File: src/rtl/sipo_framer_pkg.sv
// Shared types and helpers for the serial-in/parallel-out framer.
package sipo_framer_pkg;

  typedef enum logic {HUNT, LOCK} state_e;

  // Increment that sticks at max instead of wrapping.
  function automatic int unsigned sat_inc(input int unsigned v, input int unsigned max);
    return (v >= max) ? v : v + 32'd1;
  endfunction

endpackage

File: src/rtl/sipo_shift.sv
// Shift register with selectable direction and a fill counter that qualifies pattern hits.
module sipo_shift
  import sipo_framer_pkg::*;
#(
  parameter int unsigned WIDTH     = 4,
  parameter bit          MSB_FIRST = 1'b1
) (
  input  logic             clk_i,
  input  logic             rst_ni,
  input  logic             en_i,
  input  logic             p_i,
  input  logic             clr_i,
  input  logic             fill_rst_i,
  output logic [WIDTH-1:0] sr_o,
  output logic [WIDTH-1:0] sr_next_o,
  output logic             fill_ok_o
);

  localparam int unsigned FillW = $clog2(WIDTH + 1);

  logic [WIDTH-1:0] sr_q, sr_d;
  logic [FillW-1:0] fill_q, fill_d;

  always_comb begin
    if (MSB_FIRST) begin
      sr_next_o = {sr_q[WIDTH-2:0], p_i};
    end else begin
      sr_next_o = {p_i, sr_q[WIDTH-1:1]};
    end
  end

  // The bit being sampled now counts toward the fill.
  assign fill_ok_o = (32'(fill_q) + 32'd1) >= WIDTH;
  assign sr_o      = sr_q;

  always_comb begin
    sr_d   = sr_q;
    fill_d = fill_q;
    if (clr_i) begin
      sr_d   = '0;
      fill_d = '0;
    end else if (en_i) begin
      sr_d   = sr_next_o;
      fill_d = fill_rst_i ? '0 : FillW'(sat_inc(32'(fill_q), WIDTH));
    end
  end

  always_ff @(posedge clk_i or negedge rst_ni) begin
    if (!rst_ni) begin
      sr_q   <= '0;
      fill_q <= '0;
    end else begin
      sr_q   <= sr_d;
      fill_q <= fill_d;
    end
  end

endmodule

File: src/rtl/sipo_framer.sv
// Serial-to-parallel framer: hunts for a sync pattern, then emits aligned WIDTH-bit words.
module sipo_framer
  import sipo_framer_pkg::*;
#(
  parameter int unsigned      WIDTH     = 4,
  parameter bit               MSB_FIRST = 1'b1,
  parameter logic [WIDTH-1:0] PATTERN   = 4'b1101,
  parameter bit               OVERLAP   = 1'b1,
  parameter int unsigned      CNT_W     = 8
) (
  input  logic             clk,
  input  logic             rst_n,
  input  logic             en,
  input  logic             p,
  input  logic             sync_clr,
  output logic [WIDTH-1:0] Q,
  output logic [WIDTH-1:0] word,
  output logic             word_valid,
  output logic             match,
  output logic             locked,
  output logic [CNT_W-1:0] match_cnt
);

  localparam int unsigned BitW   = $clog2(WIDTH);
  localparam int unsigned CntMax = 32'((64'd1 << CNT_W) - 64'd1);

  state_e           state_q;
  logic [BitW-1:0]  bitcnt_q;
  logic [WIDTH-1:0] sr_next;
  logic             fill_ok;
  logic             hit;

  assign hit    = en & fill_ok & (sr_next == PATTERN);
  assign locked = (state_q == LOCK);

  sipo_shift #(
    .WIDTH    (WIDTH),
    .MSB_FIRST(MSB_FIRST)
  ) u_shift (
    .clk_i     (clk),
    .rst_ni    (rst_n),
    .en_i      (en),
    .p_i       (p),
    .clr_i     (sync_clr),
    .fill_rst_i(hit & ~OVERLAP),
    .sr_o      (Q),
    .sr_next_o (sr_next),
    .fill_ok_o (fill_ok)
  );

  always_ff @(posedge clk or negedge rst_n) begin
    if (!rst_n) begin
      state_q    <= HUNT;
      bitcnt_q   <= '0;
      word       <= '0;
      word_valid <= 1'b0;
      match      <= 1'b0;
      match_cnt  <= '0;
    end else if (sync_clr) begin
      state_q    <= HUNT;
      bitcnt_q   <= '0;
      word       <= '0;
      word_valid <= 1'b0;
      match      <= 1'b0;
      match_cnt  <= '0;
    end else begin
      match      <= hit;
      word_valid <= 1'b0;
      if (hit) begin
        match_cnt <= CNT_W'(sat_inc(32'(match_cnt), CntMax));
      end
      if (en) begin
        unique case (state_q)
          HUNT: begin
            // Pattern bits themselves are never emitted as a word.
            if (hit) begin
              state_q  <= LOCK;
              bitcnt_q <= '0;
            end
          end
          LOCK: begin
            if (bitcnt_q == BitW'(WIDTH - 1)) begin
              word       <= sr_next;
              word_valid <= 1'b1;
              bitcnt_q   <= '0;
            end else begin
              bitcnt_q <= bitcnt_q + 1'b1;
            end
          end
          default: state_q <= HUNT;
        endcase
      end
    end
  end

endmodule
File: config.mk
export PLATFORM = sky130hd
export DESIGN_NAME = sipo_framer
export DESIGN_NICKNAME = d
export VERILOG_FILES = /design/src/rtl/sipo_framer_pkg.sv /design/src/rtl/sipo_shift.sv /design/src/rtl/sipo_framer.sv
export SDC_FILE = /design/constraint.sdc
export NUM_CORES = 1
export LEC_CHECK = 0
export CAP_MARGIN = 10
export CORE_ASPECT_RATIO = 1.5
export CORE_MARGIN = 3
export CORE_UTILIZATION = 25
export CTS_CLUSTER_SIZE = 14
export DETAILED_ROUTE_END_ITERATION = 10
export DONT_BUFFER_PORTS = 1
export PLACE_DENSITY_LB_ADDON = 0.05
export SLEW_MARGIN = 25
export SYNTH_ARGS = -nofsm -noshare
export SYNTH_HDL_FRONTEND = slang
export SYNTH_SLANG_ARGS = --single-unit
File: constraint.sdc
create_clock -name clk -period 1.88 [get_ports clk]
set_input_delay 0.094 -clock clk [delete_from_list [all_inputs] [get_ports clk]]
set_output_delay 0.094 -clock clk [all_outputs]
set_load 0.01 [all_outputs]
# --- Yosys cells after proc, flatten, opt, wreduce, memory -nomap -nowiden ---
# Index checks and enable logic that the tools add are counted.
# Widths: inputs -> output; s select.
totals:
  wordCells: 56
  output_inout_bits: 19
  regBits: 24
op_classes:
  n_lt_le_gt_ge: 3
  n_addsub: 3
  bitwise: 3
  n_reduce_logical: 8
  n_eq_ne: 5
  n_mux: 26
ops:
  columns: ["operator", "n"]
  rows:
  - ["$mux 4", 6]
  - ["$mux 8", 3]
  - ["$mux 1", 9]
  - ["$mux 3", 3]
  - ["$add 8x1->8 const B", 1]
  - ["$ge 8x8->1 const B", 1]
  - ["$mux 2", 4]
  - ["$reduce_bool 2->1", 4]
  - ["$reduce_and 2->1", 3]
  - ["$add 3x1->4 const B", 1]
  - ["$eq 4x4->1 const B", 1]
  - ["$ge 4x3->1 const B", 1]
  - ["$ne 2x2->1 const B", 2]
  - ["$pmux 2 s2", 1]
  - ["$ge 3x3->1 const B", 1]
  - ["$ne 3x3->1 const B", 1]
  - ["$reduce_and 3->1", 1]
  - ["$add 2x1->2 const B", 1]
  - ["$and 1x1->1", 2]
  - ["$eq 2x2->1 const B", 1]
  - ["$not 1->1", 1]

# --- Longest topological paths before layout ---
depth:
  ltp_word: 8
  ltp_mapped: 6
  mapped_depth_nobuf: 6

# --- By module ---
# Synthesis repeated with hierarchy kept, for this count alone.
hier_totals:
  cells_unflattened: 119
  area_unflattened_um2: 1198.6
modules_own_cells:
  columns: ["mod", "instances", "cells_each", "area_each_um2"]
  rows:
  - ["sipo_framer", 1, 84, 822.0]
  - ["sipo_shift", 1, 35, 376.6]

# --- Least setup slack after synthesis ---
# OpenSTA, ideal clock, no wires.
synth_timing:
  path_kind: "register to register"
  start: "register u_shift.fill_q[0]"
  end: "register match_cnt[5]"
  setup_slack_ps: 170
  path_stages_with_launch: 7
  arrival_time_ps: 1582
  setup_ps: 127
  cell_sequence: "dfrtp_1 ha_1 a21boi_0 a21o_1 nor3_4 nand4b_1 mux2_1"
synth_between:
  elab_chain_cells: 6
synth_rtl:
  columns: ["element", "line_no", "rtl"]
  rows:
  - ["start, declared", "sipo_shift.sv:22", "logic [FillW-1:0] fill_q, fill_d;"]
  - ["start signal, assigned", "sipo_shift.sv:54", "fill_q <= fill_d;"]
  - ["$add 3x1->4", null, null]
  - ["$ge 4x3->1", "sipo_shift.sv:33", "assign fill_ok_o = (32'(fill_q) + 32'd1) >= WIDTH;"]
  - ["$and 1x1->1 (2 in series)", "sipo_framer.sv:33", "assign hit = en & fill_ok & (sr_next == PATTERN);"]
  - ["$reduce_bool 2->1 (no line)", null, null]
  - ["$reduce_and 2->1 (no line)", null, null]
  - ["end signal, assigned", "sipo_framer.sv:70", "match_cnt <= CNT_W'(sat_inc(32'(match_cnt), CntMax));"]
  - ["end, declared", "sipo_framer.sv:21", "output logic [CNT_W-1:0] match_cnt"]
# No other way between the ends.
# A chain may end at the register's enable or synchronous reset.

# --- Worst setup path in the final report ---
layout_timing:
  start: "input p"
  end: "register u_shift.sr_q[0] (netlist: u_shift.sr_o[0])"
layout_between:
  elab_chain_cells: 2
layout_rtl:
  columns: ["element", "line_no", "rtl"]
  rows:
  - ["start, declared", "sipo_framer.sv:14", "input logic p,"]
  - ["$mux 4", "sipo_shift.sv:42", "end else if (en_i) begin"]
  - ["$mux 4", "sipo_shift.sv:39", "if (clr_i) begin"]
  - ["end signal, assigned", "sipo_shift.sv:53", "sr_q <= sr_d;"]
  - ["end, declared", "sipo_shift.sv:21", "logic [WIDTH-1:0] sr_q, sr_d;"]
# No other way between the ends. The select of a mux whose other input is x is not followed.

==> impl_metrics.py <==
metrics = {
    "worst_setup_path": {
        "critPathMostFrequentCell": "dlygate4sd3_1",
        "cp_max_fo": 2,
        "slowest_delay_ns": 0.60,
        "cp-end-kind": "flip-flop",
        "path_cells": "dlygate4sd3_1, nand2_1, dlygate4sd3_1, a21oi_1, dlygate4sd3_1",
        "worstPathArrival_ns": 1.95,
        "start_kind": "input pin",
        "required_ns": 2.04,
        "crit_type": "in -> reg",
        "slowest_stage": "dlygate4sd3_1",
    },
    "placed_design": {
        "hpwl_mm": 1.84,
        "gp_congestion": 0.660,
        "port-buffer-count": 0,
        "placedCellCount": 157,
        "place_area_um2": 1240,
    },
    "power_and_ir_drop": {
        "p_leak_nw": 0.694,
        "power_density_nw_per_um2": 745,
        "max-vdd-ir-drop_v": 0.000221,
    },
    "final_layout": {
        "drive_gt1_frac": 0.161,
        "multiInputGateArea_um2": 524,
        "final_cells": 170,
        "finalNetCount": 133,
        "seqCellArea_um2": 601,
        "n_fill_cell": 443,
        "antenna_cells": 0,
        "area_growth_pct": 25.2,
        "final_util": 0.329,
        "final_cell_area_um2": 1420,
    },
    "timing": {
        "fin_worst_skew_ns": 0.00843,
        "drv_slew": 0,
        "tightest_slew_ns": 0.850,
        "finalHoldViolCount": 0,
        "min_period_ns": 1.79,
        "finalCritPeriodShare": 0.952,
        "slew-limit-headroom": 0.432,
        "grt_setup_unrepaired": "false",
        "setup_violations": 0,
        "setup_tns_ns": 0,
        "fmax_ghz": 0.559,
    },
    "yosys": {
        "synth_ff_type": "dfrtp_1",
        "yosysMostFrequentCell": "dfrtp_1",
        "yosysUniqueCellTypes": 30,
        "yosys.area.top_type_share": 0.529,
        "synth_nets": 114,
        "synthCells": 106,
        "ys_seq_area_frac": 0.529,
        "synth_common_cells": "24 x dfrtp_1, 21 x nor2_1, 9 x mux2i_1",
        "synth_seq_cells": 24,
        "synth_top_area_cell": "dfrtp_1",
        "synth-edff-count": 0,
        "synthArstFlopShare": 1.00,
        "synth_area_leaders": "dfrtp_1 53%, mux2i_1 7.9%, nor2_1 6.9%",
        "synth.avg_cell_area_um2": 10.7,
        "yosys_warnings": 0,
        "syn_area_um2": 1130,
    },
    "routing": {
        "viasPerCell": 4.97,
        "wl_mm": 2.77,
        "drt_first_pass_iters": 3,
        "vias": 845,
        "drtIter0Drc": 64,
        "drtAntennaViolNets": 0,
        "drc": 0,
        "wl_per_cell_um": 16.3,
    },
    "grt": {
        "grt_antenna_before_repair": 0,
        "grt_usage": 0.115,
        "gr-total-overflow": 0,
        "globalRouteMet2Util": 0.202,
        "grt_first_pass_wirelength_mm": 4.53,
        "grtUsageMet3": 0.0263,
        "grt_pass1_vias": 920,
        "grt_use_met1": 0.133,
        "grt-busiest-layer": "met2",
        "grt_max_degree": 25,
    },
    "cts": {
        "cts_tree": "yes",
        "cts_buffers": 3,
        "htreeDepth": 1,
        "cts.sinks": 24,
        "clock_latency_ns": 0.27,
        "root_buffer": "clkbuf_8",
        "clockBufferDepth": 2,
        "clkTransAtPathRegs_ns": 0.10,
    },
    "floorplanning": {
        "die_h_um": 88.5,
        "die_area_um2": 5400,
        "initial_core_util": 0.263,
        "core-area_um2": 4320,
        "fp-row-count": 29,
        "die_w_um": 61.0,
        "pin_count": 24,
    },
    "flow_run": {
        "maxCapViolations": 0,
    },
    "run_status": {
        "status": "complete, no violations",
    },
    "min_path": {
        "hold_path.class": "in -> reg",
    },
}
==> worst paths after layout <==
kind,endpoint,slack [ns],cells past startpoint,from
max reg2reg,match_cnt[5],0.12,6,u_shift.fill_q[0]
min in group asynchronous,u_shift.sr_o[0],0.26,2,rst_n
min reg2reg,u_shift.fill_q[1],0.58,2,u_shift.fill_q[1]
max in group asynchronous,match_cnt[2],1.47,2,rst_n
max,u_shift.sr_o[0],0.09,5,p
min,bitcnt_q[1],0.008,2,en
==> critical path, delay by kind of cell <==
kind | cells | cell delay (ns)
AND/OR/NAND/NOR | 1 | 0.09
AO/OA/AOI/OAI | 1 | 0.06
buffers and inverters | 3 | 1.72
==> metrics by stage <==
stage	hold slack [ns]	worst slack, ns	total power, mW
6_report	0.00787	0.0911	1.06
5_1_grt	0.0209	0.0210	1.11
4_1_cts	0.00188	0.00978	1.07
3_5_place_dp	-0.201	0.0768	0.569
3_3_place_gp	-0.201	0.102	0.569
2_1_floorplan	-0.202	0.170	0.571
==> what timing repair did <==
item	4_1_cts	5_1_grt
hold buffers	9	0
hold endpoints to repair	46	0
buffers inserted	0	0
setup endpoints to repair	0	1
gates resized for setup	0	1
==> where the power goes <==
group | total, mW | switching [mW] | leakage [nW] | internal [mW]
clock network | 0.464 | 0.179 | 0.0357 | 0.285
logic | 0.0669 | 0.0369 | 0.326 | 0.0300
registers | 0.529 | 0.00595 | 0.333 | 0.523
==> placed cells by master, fill, tap and decap left out, types with 2 or more instances in the layout <==
| cell | count |
|---|---|
| nand2_1 | 4 |
| nor2b_1 | 4 |
| nand3_1 | 4 |
| nand2b_1 | 2 |
| dfrtp_1 | 24 |
| a311oi_1 | 4 |
| buf_4 | 9 |
| and3_1 | 2 |
| clkbuf_8 | 3 |
| a21oi_1 | 4 |
| dlygate4sd3_1 | 8 |
| nor2_1 | 21 |
| a31oi_1 | 3 |
| ha_1 | 3 |
| mux2i_1 | 9 |
| xnor2_1 | 2 |
==> flip-flops by register name, summed over array words and instances, names as in the netlist <==
signal and count:
u_shift.sr_o 4, word_valid 1, word 4, bitcnt_q 2, match 1, locked 1
u_shift.fill_q 3, match_cnt 8
==> kinds of logic (layout without fill, tap and decap cells) <==
family	after synthesis	count (layout)	share of synthesized area
buffers and inverters	4	22	0.0132
muxes	11	11	0.0992
and+or+nand+nor	48	48	0.223
xor gates and xnor gates	2	2	0.0154
adders and majority gates	3	3	0.0331
AOI/OAI and AO/OA	14	14	0.0871
DFF	24	24	0.529
==> layer usage <==
| metal | vias to the layer above | part of all wire |
|---|---|---|
| li1 | 411 | - |
| met1 | 413 | 0.42 |
| met2 | 17 | 0.53 |
| met3 | 4 | 0.041 |
| met4 | 0 | 0.014 |
| met5 | - | 0 |
==> cell type report <==
class,instances,area share
clock buffers,3,0.0290
clock inverters,1,0.0211
multi-input cells,78,0.369
flip-flops and latches,24,0.423
well taps,46,0.0405
repair buffers,18,0.118
Note: power is estimated with default switching activity, not from simulation.
